<file path="config.mk">
export PLATFORM = sky130hd
export DESIGN_NAME = atm_input_ctrl
export DESIGN_NICKNAME = d
export VERILOG_FILES = /design/src/rtl/atm_input_ctrl_pkg.sv /design/src/rtl/atm_input_ctrl_debounce.sv /design/src/rtl/atm_input_ctrl.sv
export SDC_FILE = /design/constraint.sdc
export NUM_CORES = 1
export LEC_CHECK = 0
export CAP_MARGIN = 0
export CORE_ASPECT_RATIO = 0.9
export CORE_MARGIN = 5
export CORE_UTILIZATION = 30
export DETAILED_ROUTE_END_ITERATION = 7
export REMOVE_ABC_BUFFERS = 1
export SYNTH_ARGS = -nofsm -noshare
export SYNTH_HDL_FRONTEND = slang
export SYNTH_HIERARCHICAL = 1
export SYNTH_SLANG_ARGS = --single-unit
</file>
<file path="constraint.sdc">
create_clock -name clk -period 2.32 [get_ports clk]
set_input_delay 0.464 -clock clk [delete_from_list [all_inputs] [get_ports clk]]
set_output_delay 0.464 -clock clk [all_outputs]
set_load 0.01 [all_outputs]
</file>
<file path="src/rtl/atm_input_ctrl_pkg.sv">
// Shared definitions for the ATM input conditioner: card/menu codes,
// amount steps, raw-input indices and small encode/arithmetic helpers.
package atm_input_ctrl_pkg;

  // Card codes consumed by the ATM FSM
  localparam logic [1:0] CARD_NONE    = 2'b00;
  localparam logic [1:0] CARD_INVALID = 2'b01;
  localparam logic [1:0] CARD_VALID   = 2'b10;

  // Menu codes consumed by the ATM FSM
  localparam logic [2:0] MENU_NONE     = 3'b000;
  localparam logic [2:0] MENU_BALANCE  = 3'b001;
  localparam logic [2:0] MENU_RAPID    = 3'b010;
  localparam logic [2:0] MENU_WITHDRAW = 3'b011;
  localparam logic [2:0] MENU_DEPOSIT  = 3'b100;
  localparam logic [2:0] MENU_EXIT     = 3'b101;

  // Amount entry constants
  localparam logic [7:0] STEP_SMALL   = 8'd1;
  localparam logic [7:0] STEP_LARGE   = 8'd10;
  localparam logic [7:0] RAPID_AMOUNT = 8'd20;

  // Positions of each raw input in the conditioned vector
  localparam int IDX_CARD_VALID   = 0;
  localparam int IDX_CARD_INVALID = 1;
  localparam int IDX_MENU_LO      = 2;
  localparam int IDX_MENU_HI      = 6;
  localparam int IDX_CONFIRM      = 7;
  localparam int IDX_UP           = 8;
  localparam int IDX_DOWN         = 9;
  localparam int IDX_CLEAR        = 10;
  localparam int IDX_STEP_LARGE   = 11;
  localparam int NUM_RAW          = 12;

  // Count of set bits in the menu selection
  function automatic logic [2:0] menu_popcount(input logic [4:0] sel);
    logic [2:0] n;
    n = 3'd0;
    for (int i = 0; i < 5; i++) begin
      n = n + {2'b00, sel[i]};
    end
    return n;
  endfunction

  // Exactly one bit k set -> code k+1; anything else -> MENU_NONE
  function automatic logic [2:0] menu_encode(input logic [4:0] sel);
    logic [2:0] code;
    code = MENU_NONE;
    case (sel)
      5'b00001: code = MENU_BALANCE;
      5'b00010: code = MENU_RAPID;
      5'b00100: code = MENU_WITHDRAW;
      5'b01000: code = MENU_DEPOSIT;
      5'b10000: code = MENU_EXIT;
      default:  code = MENU_NONE;
    endcase
    return code;
  endfunction

  // Saturating 8-bit add, computed in 9 bits
  function automatic logic [7:0] sat_add(input logic [7:0] a, input logic [7:0] b);
    logic [8:0] sum;
    sum = {1'b0, a} + {1'b0, b};
    return sum[8] ? 8'hFF : sum[7:0];
  endfunction

  // Subtract clamped at zero
  function automatic logic [7:0] sat_sub(input logic [7:0] a, input logic [7:0] b);
    return (a > b) ? (a - b) : 8'd0;
  endfunction

endpackage

</file>
<file path="src/rtl/atm_input_ctrl_debounce.sv">
// Two-flop synchroniser, counter debouncer and registered rise pulse for
// one raw switch or button. The exported level is delayed one cycle so it
// changes on the same edge the rise pulse appears.
module atm_debounce #(
  parameter int DEBOUNCE_CYCLES = 1_000_000,
  parameter int CNT_W           = 20
) (
  input  logic clk,
  input  logic rst,
  input  logic din,
  output logic level,
  output logic rise
);

  localparam logic [CNT_W-1:0] CNT_LAST = CNT_W'(DEBOUNCE_CYCLES - 1);

  logic             sync1_q, sync1_d;
  logic             sync2_q, sync2_d;
  logic             level_q, level_d;
  logic             level_dly_q, level_dly_d;
  logic             rise_q, rise_d;
  logic [CNT_W-1:0] cnt_q, cnt_d;

  // Next-state: sync chain, mismatch counter, level flip and edge detect
  always_comb begin
    sync1_d     = din;
    sync2_d     = sync1_q;
    level_d     = level_q;
    cnt_d       = '0;
    level_dly_d = level_q;
    rise_d      = level_q & ~level_dly_q;
    if (sync2_q != level_q) begin
      if (cnt_q == CNT_LAST) begin
        level_d = sync2_q;
        cnt_d   = '0;
      end else begin
        cnt_d = cnt_q + 1'b1;
      end
    end
  end

  // State registers, cleared asynchronously at any time
  always_ff @(posedge clk or negedge rst) begin
    if (!rst) begin
      sync1_q     <= 1'b0;
      sync2_q     <= 1'b0;
      level_q     <= 1'b0;
      level_dly_q <= 1'b0;
      rise_q      <= 1'b0;
      cnt_q       <= '0;
    end else begin
      sync1_q     <= sync1_d;
      sync2_q     <= sync2_d;
      level_q     <= level_d;
      level_dly_q <= level_dly_d;
      rise_q      <= rise_d;
      cnt_q       <= cnt_d;
    end
  end

  assign level = level_dly_q;
  assign rise  = rise_q;

endmodule

</file>
<file path="src/rtl/atm_input_ctrl.sv">
// ATM input conditioner: debounces every board input, encodes card and
// menu codes, and owns the user-entered transaction amount.
//
// confirm_btn is a one-cycle strobe with no back-pressure: in the cycle it
// is high, deposit_amount/withdraw_amount hold the value being confirmed;
// the amount clears on the following edge.
module atm_input_ctrl
  import atm_input_ctrl_pkg::*;
#(
  parameter int DEBOUNCE_CYCLES = 1_000_000,
  parameter int CNT_W           = 20
) (
  input  logic       clk,
  input  logic       rst,
  input  logic       sw_card_valid,
  input  logic       sw_card_invalid,
  input  logic [4:0] sw_menu,
  input  logic       btn_confirm,
  input  logic       btn_up,
  input  logic       btn_down,
  input  logic       btn_clear,
  input  logic       sw_step_large,
  output logic [1:0] card_input,
  output logic [2:0] menu_input,
  output logic       confirm_btn,
  output logic [7:0] deposit_amount,
  output logic [7:0] withdraw_amount,
  output logic       menu_err
);

  logic [NUM_RAW-1:0] raw;
  logic [NUM_RAW-1:0] lvl;
  logic [NUM_RAW-1:0] rise;
  logic [4:0]         menu_lvl;
  logic [7:0]         step;
  logic [7:0]         amount_q, amount_d;
  logic               unused_rise;

  assign raw = {sw_step_large, btn_clear, btn_down, btn_up, btn_confirm,
                sw_menu, sw_card_invalid, sw_card_valid};

  for (genvar g = 0; g < NUM_RAW; g++) begin : g_deb
    atm_debounce #(
      .DEBOUNCE_CYCLES(DEBOUNCE_CYCLES),
      .CNT_W          (CNT_W)
    ) u_deb (
      .clk  (clk),
      .rst  (rst),
      .din  (raw[g]),
      .level(lvl[g]),
      .rise (rise[g])
    );
  end

  // Switch inputs only use their levels; their pulses are intentionally dropped
  assign unused_rise = ^{rise[IDX_STEP_LARGE], rise[IDX_MENU_HI:IDX_MENU_LO],
                         rise[IDX_CARD_INVALID], rise[IDX_CARD_VALID]};

  assign menu_lvl = lvl[IDX_MENU_HI:IDX_MENU_LO];

  // Decode card, menu and step selection from accepted levels
  always_comb begin
    card_input = CARD_NONE;
    if (lvl[IDX_CARD_VALID] && !lvl[IDX_CARD_INVALID]) begin
      card_input = CARD_VALID;
    end else if (lvl[IDX_CARD_INVALID] && !lvl[IDX_CARD_VALID]) begin
      card_input = CARD_INVALID;
    end
    menu_input = menu_encode(menu_lvl);
    menu_err   = (menu_popcount(menu_lvl) > 3'd1);
    step       = lvl[IDX_STEP_LARGE] ? STEP_LARGE : STEP_SMALL;
  end

  // Amount update: card removal, then confirm, clear, up/down conflict, up, down
  always_comb begin
    amount_d = amount_q;
    if (card_input == CARD_NONE) begin
      amount_d = 8'd0;
    end else if (rise[IDX_CONFIRM]) begin
      amount_d = 8'd0;
    end else if (rise[IDX_CLEAR]) begin
      amount_d = 8'd0;
    end else if (rise[IDX_UP] && rise[IDX_DOWN]) begin
      amount_d = amount_q;
    end else if (rise[IDX_UP]) begin
      amount_d = sat_add(amount_q, step);
    end else if (rise[IDX_DOWN]) begin
      amount_d = sat_sub(amount_q, step);
    end
  end

  // Amount register
  always_ff @(posedge clk or negedge rst) begin
    if (!rst) begin
      amount_q <= 8'd0;
    end else begin
      amount_q <= amount_d;
    end
  end

  assign confirm_btn     = rise[IDX_CONFIRM];
  assign deposit_amount  = amount_q;
  assign withdraw_amount = (menu_input == MENU_RAPID) ? RAPID_AMOUNT : amount_q;

endmodule
</file>
== Yosys cells after proc, flatten, opt, wreduce, memory -nomap -nowiden ==
Index checks and enable logic that the tools add are counted.
Cells by class
  add/sub/neg operators: 18
  magnitude comparators: 2
  equal/unequal tests: 31
  muxes and demuxes: 37
  bitwise logic cells: 8
  reductions and logical operators: 20
Operators with widths (number)
  $mux 20: 24
  $add 20x1->20 const B: 12
  $eq 20x20->1 const B: 12
  $mux 8: 9
  $reduce_and 2->1: 13
  $pmux 3 s5: 1
  $ne 1x1->1: 12
  $add 8x4->9: 1
  $gt 8x4->1: 1
  $sub 8x4->8: 1
  $add 3x1->3: 2
  $eq 5x1->1 const B: 1
  $eq 5x2->1 const B: 1
  $eq 5x3->1 const B: 1
  $eq 5x4->1 const B: 1
  $eq 5x5->1 const B: 1
  $reduce_bool 5->1: 1
  $and 1x1->1: 4
  $mux 4: 1
  $ne 4x2->1 const B: 1
  $not 1->1: 4
  $add 2x1->3: 1
  $eq 3x2->1 const B: 1
  $gt 3x1->1 const B: 1
  other kinds (6): 9
Storage, ports and cells
  register bits after elaboration: 300
  input bits: 14
  output and inout bits: 23
  word-level logic and storage cells: 181

== Longest topological paths before layout ==
Gate-level depths: netlist (run 1).
  word-level depth: 9
  mapped depth: 9

== By module ==
Netlist (run 1), hierarchy kept.
Modules (own cells, without submodules)
  atm_debounce: times used 12, cells each 109, area each 1171.1 um2, sequential area each 625.6 um2
  atm_input_ctrl: times used 1, cells each 135, area each 1159.9 um2, sequential area each 200.2 um2

== Least setup slack after synthesis (run 1) ==
No wires, ideal clock.
  path type: reg2reg
  start: register g_deb[11].u_deb.level_dly_q
  end: register amount_q[2], in the netlist deposit_amount[2]
  setup time: 0.126 ns
  data arrival time: 2.141 ns
  setup slack: 0.053 ns
  cell stages (with the launch flop): 10
  cell sequence: dfrtp_1 inv_1 ha_1 inv_1 fa_1 or3_4 o211ai_2 a21o_4 nor2_1 a221o_1
Between the ends
  longest elaborated chain between the ends: 9
  elaborated cells between the ends (all ways): 12
  those cells by class: add/sub (2); order compare (1); mux (9)
RTL lines
  start, declared: line atm_input_ctrl_debounce.sv:20  | logic level_dly_q, level_dly_d;
  start signal, assigned: line atm_input_ctrl_debounce.sv:55  | level_dly_q <= level_dly_d;
  $mux 4 *: line atm_input_ctrl.sv:71  | step = lvl[IDX_STEP_LARGE] ? STEP_LARGE : STEP_SMALL;
  $sub 8x4->8 or $gt 8x4->1 (tied branches): line atm_input_ctrl_pkg.sv:69  | return (a > b) ? (a - b) : 8'd0;
  $mux 8: line atm_input_ctrl_pkg.sv:69
  $mux 8: line atm_input_ctrl.sv:87  | end else if (rise[IDX_DOWN]) begin
  $mux 8 *: line atm_input_ctrl.sv:85  | end else if (rise[IDX_UP]) begin
  $mux 8 *: line atm_input_ctrl.sv:83  | end else if (rise[IDX_UP] && rise[IDX_DOWN]) begin
  $mux 8 *: line atm_input_ctrl.sv:81  | end else if (rise[IDX_CLEAR]) begin
  $mux 8 *: line atm_input_ctrl.sv:79  | end else if (rise[IDX_CONFIRM]) begin
  $mux 8 *: line atm_input_ctrl.sv:77  | if (card_input == CARD_NONE) begin
  end signal, assigned: line atm_input_ctrl.sv:97  | amount_q <= amount_d;
  end, declared: line atm_input_ctrl.sv:36  | logic [7:0] amount_q, amount_d;
Every way passes the cells marked *; elsewhere a longest branch is shown, timed or not. The select of a mux whose other input is x is not followed.
A chain may end at the register's enable or synchronous reset.

== Final worst setup path (run 1) ==
  start: register g_deb[5].u_deb.level_dly_q
  end: output port menu_err
Between the ends
  longest elaborated chain between the ends: 3
RTL lines
  start, declared: line atm_input_ctrl_debounce.sv:20
  start signal, assigned: line atm_input_ctrl_debounce.sv:55
  $add 3x1->3 (2 in a row): line atm_input_ctrl_pkg.sv:40  | n = n + {2'b00, sel[i]};
  $gt 3x1->1: line atm_input_ctrl.sv:70  | menu_err = (menu_popcount(menu_lvl) > 3'd1);
  end, declared: line atm_input_ctrl.sv:28  | output logic menu_err
No other way between the ends.

==> impl_metrics.ini, run 1 <==
[drt]
wl_um = 31050
wl_per_cell_um = 14.08
drtPass1Iterations = 5
drtAntennaViolNets = 0
vias = 10930
drt_iter0_drc = 715
drc = 0
viasPerCell = 4.952

[final_layout]
nets = 1551
area_growth_pct = 18.28
drive_above_1_share_pct = 11.99
design_area_um2 = 17700
n_antenna_cell = 0

[worst_setup_path]
slowest_delay_ps = 530
cp-startpoint = g_deb[5].u_deb/level
critPathTopFamily = adder cells
critical_path_required_ps = 1860
endpoint_kind = output port
crit_chain = inv_2 > fa_1 > inv_1 > ha_1 > nand2_1 > nand3b_1 > buf_2
crit_type = flop to output port
start_kind = flop
cp_slowest_cell = fa_1
crit_path_max_fanout = 2
crit_arrival_ps = 2080
worstPathBufferInverterCount = 3
regToRegStartpoint = deposit_amount[0]

[logic_synthesis]
synthesis.area_um2 = 14960
synth_warnings = 6
syn_avg_cell_area_um2 = 10.49
synthCells = 1427

[clock_network]
cts_buffer_depth = 3
cts_tree = built
clk_latency_ps = 530
clock_sinks = 300
cts_max_level = 2
cts_buffers = 35
clkTransAtPathRegs_ps = 60
cts-root-buf = clkbuf_16

[floorplan]
io_pins = 37
core_um2 = 49230
die_y_um = 221.9
initial_utilization_pct = 30.39
rows = 77
dieWidth_um = 245.4
dieArea_um2 = 54450

[run_status]
violations = negative setup slack
status = finished, violations left

[sta]
slew_headroom_pct = 62.07
min_period_ps = 2540
fin_skew_ps = 27.72
grt_setup_unrepaired = true
setup_viol = 10
worst_hold_slack_ps = 336.7
maxSlewViolCount = 0
worstMarginPinSlew_ps = 569.0
clock.fmax_mhz = 393.7
min_period_over_period_pct = 109.5
hold_violations = 0
setup_slack_ps = -219.8

[placement]
port_buffers = 36
dpl_cell_area_um2 = 16320
dp_hpwl_um = 21060
place_ws_ps = -59.42
gp_congestion = 0.8004

[pwr]
power.static_leakage_nw = 7.393
power_density_nw_per_um2 = 655.4
clkPwrFrac_pct = 50.7
combPwrFrac_pct = 3.1
p_sw_share_pct = 21.78
p_int_mw = 9.072
p_sw_mw = 2.526
seqPwrFrac_pct = 46.3
ir_worst_vdd_mv = 0.4002

[global_routing]
grt.overflow.total = 0
grt_usage_pct = 11.26
antenna_found_initial = 0
grt_pass1_wl_um = 53030
grt_max_degree = 62
grt_pass1_vias = 10740

[min_path]
min-delay-start = g_deb[2].u_deb/sync1_q
worstHoldPathType = flop to flop

[run]
max_cap_viol_count = 0
-- state kept, by name, summed over array words and instances, names as in the netlist --
name	cells
g_deb.u_deb/sync1_q	12
g_deb.u_deb/sync2_q	12
g_deb.u_deb/cnt_q	240
deposit_amount	8
g_deb.u_deb/level	12
g_deb.u_deb/level_dly_d	12
g_deb.u_deb/rise	4
-- final timing paths --
kind / slack [ps] / cells after the start / endpoint
min: 340 / 0 / g_deb[2].u_deb/sync2_q
min reg2reg: 340 / 0 / g_deb[2].u_deb/sync2_q
max: -220 / 7 / menu_err
max in group asynchronous: 1150 / 3 / g_deb[2].u_deb/cnt_q[17]
min in group asynchronous: 440 / 2 / g_deb[4].u_deb/cnt_q[17]
max reg2reg: 110 / 7 / deposit_amount[3]
-- cell usage in the layout (no fill, tap or decap), types with 37 or more instances in the layout --
cell type  count
nand2_1      106
nor2_1       174
or4_1         37
o21ai_0       53
xnor2_1       63
buf_4         40
a21oi_1       76
xor2_1        97
and3_1        49
or3_1         62
and4_1        48
dfrtp_1      298
nand3_1       85
-- area by class of cell --
type	instances	area (µm²)
clock buffers	44	1001
clock inverters	18	250.2
fillers	4892	31530
inverters	13	48.80
multi-input cells	1075	7279
flip-flops and latches	300	7510
well taps	671	839.6
repair buffers	85	769.5
-- layer usage --
layer	vias up	GRT usage (%)	routed length, µm
li1	5342	-	-
met1	5397	16.20	15410
met2	152	17.61	14000
met3	34	2.302	1224
met4	0	2.519	420
met5	-	0	0
-- power groups by stage --
stage / Clock (mW) / Combinational (mW) / Sequential (mW)
3_3_place_gp: 0 / 0.359 / 5.46
4_1_cts: 6.09 / 0.369 / 5.37
2_1_floorplan: 0 / 0.145 / 5.44
5_1_grt: 6.29 / 0.410 / 5.38
6_report: 5.88 / 0.354 / 5.37
3_5_place_dp: 0 / 0.365 / 5.46
-- metrics by stage --
stage	instances	power (mW)	util [%]	TNS (ps)
after detailed placement	2136	5.826	33.14	-70.56
final	2206	11.60	35.95	-989.6
after floorplan	1388	5.590	-	0
after global placement	2136	5.820	33.14	-31.09
after global routing	2206	12.08	35.95	-2193
after CTS	2202	11.83	35.74	-1365
-- repair_timing --
item / CTS / global route
buffers inserted: 3 / 4
gates resized for setup: 61 / 15
pin swaps: 2 / 5
hold endpoints to repair: 43 / 0
endpoints found under the setup margin: 14 / 15
hold buffers: 1 / 0
Note: power is estimated with default switching activity, not from simulation.
==> run 2, diff against run 1 <==
--- a/config.mk
+++ b/config.mk
@@ -5,7 +5,7 @@
 export SDC_FILE = /design/constraint.sdc
 export NUM_CORES = 1
 export LEC_CHECK = 0
-export CAP_MARGIN = 0
+export CAP_MARGIN = 20
 export CORE_ASPECT_RATIO = 0.9
 export CORE_MARGIN = 5
 export CORE_UTILIZATION = 30
==> results of run 2 <==
No change in the layout: final DEF, timing and power equal those of run 1.
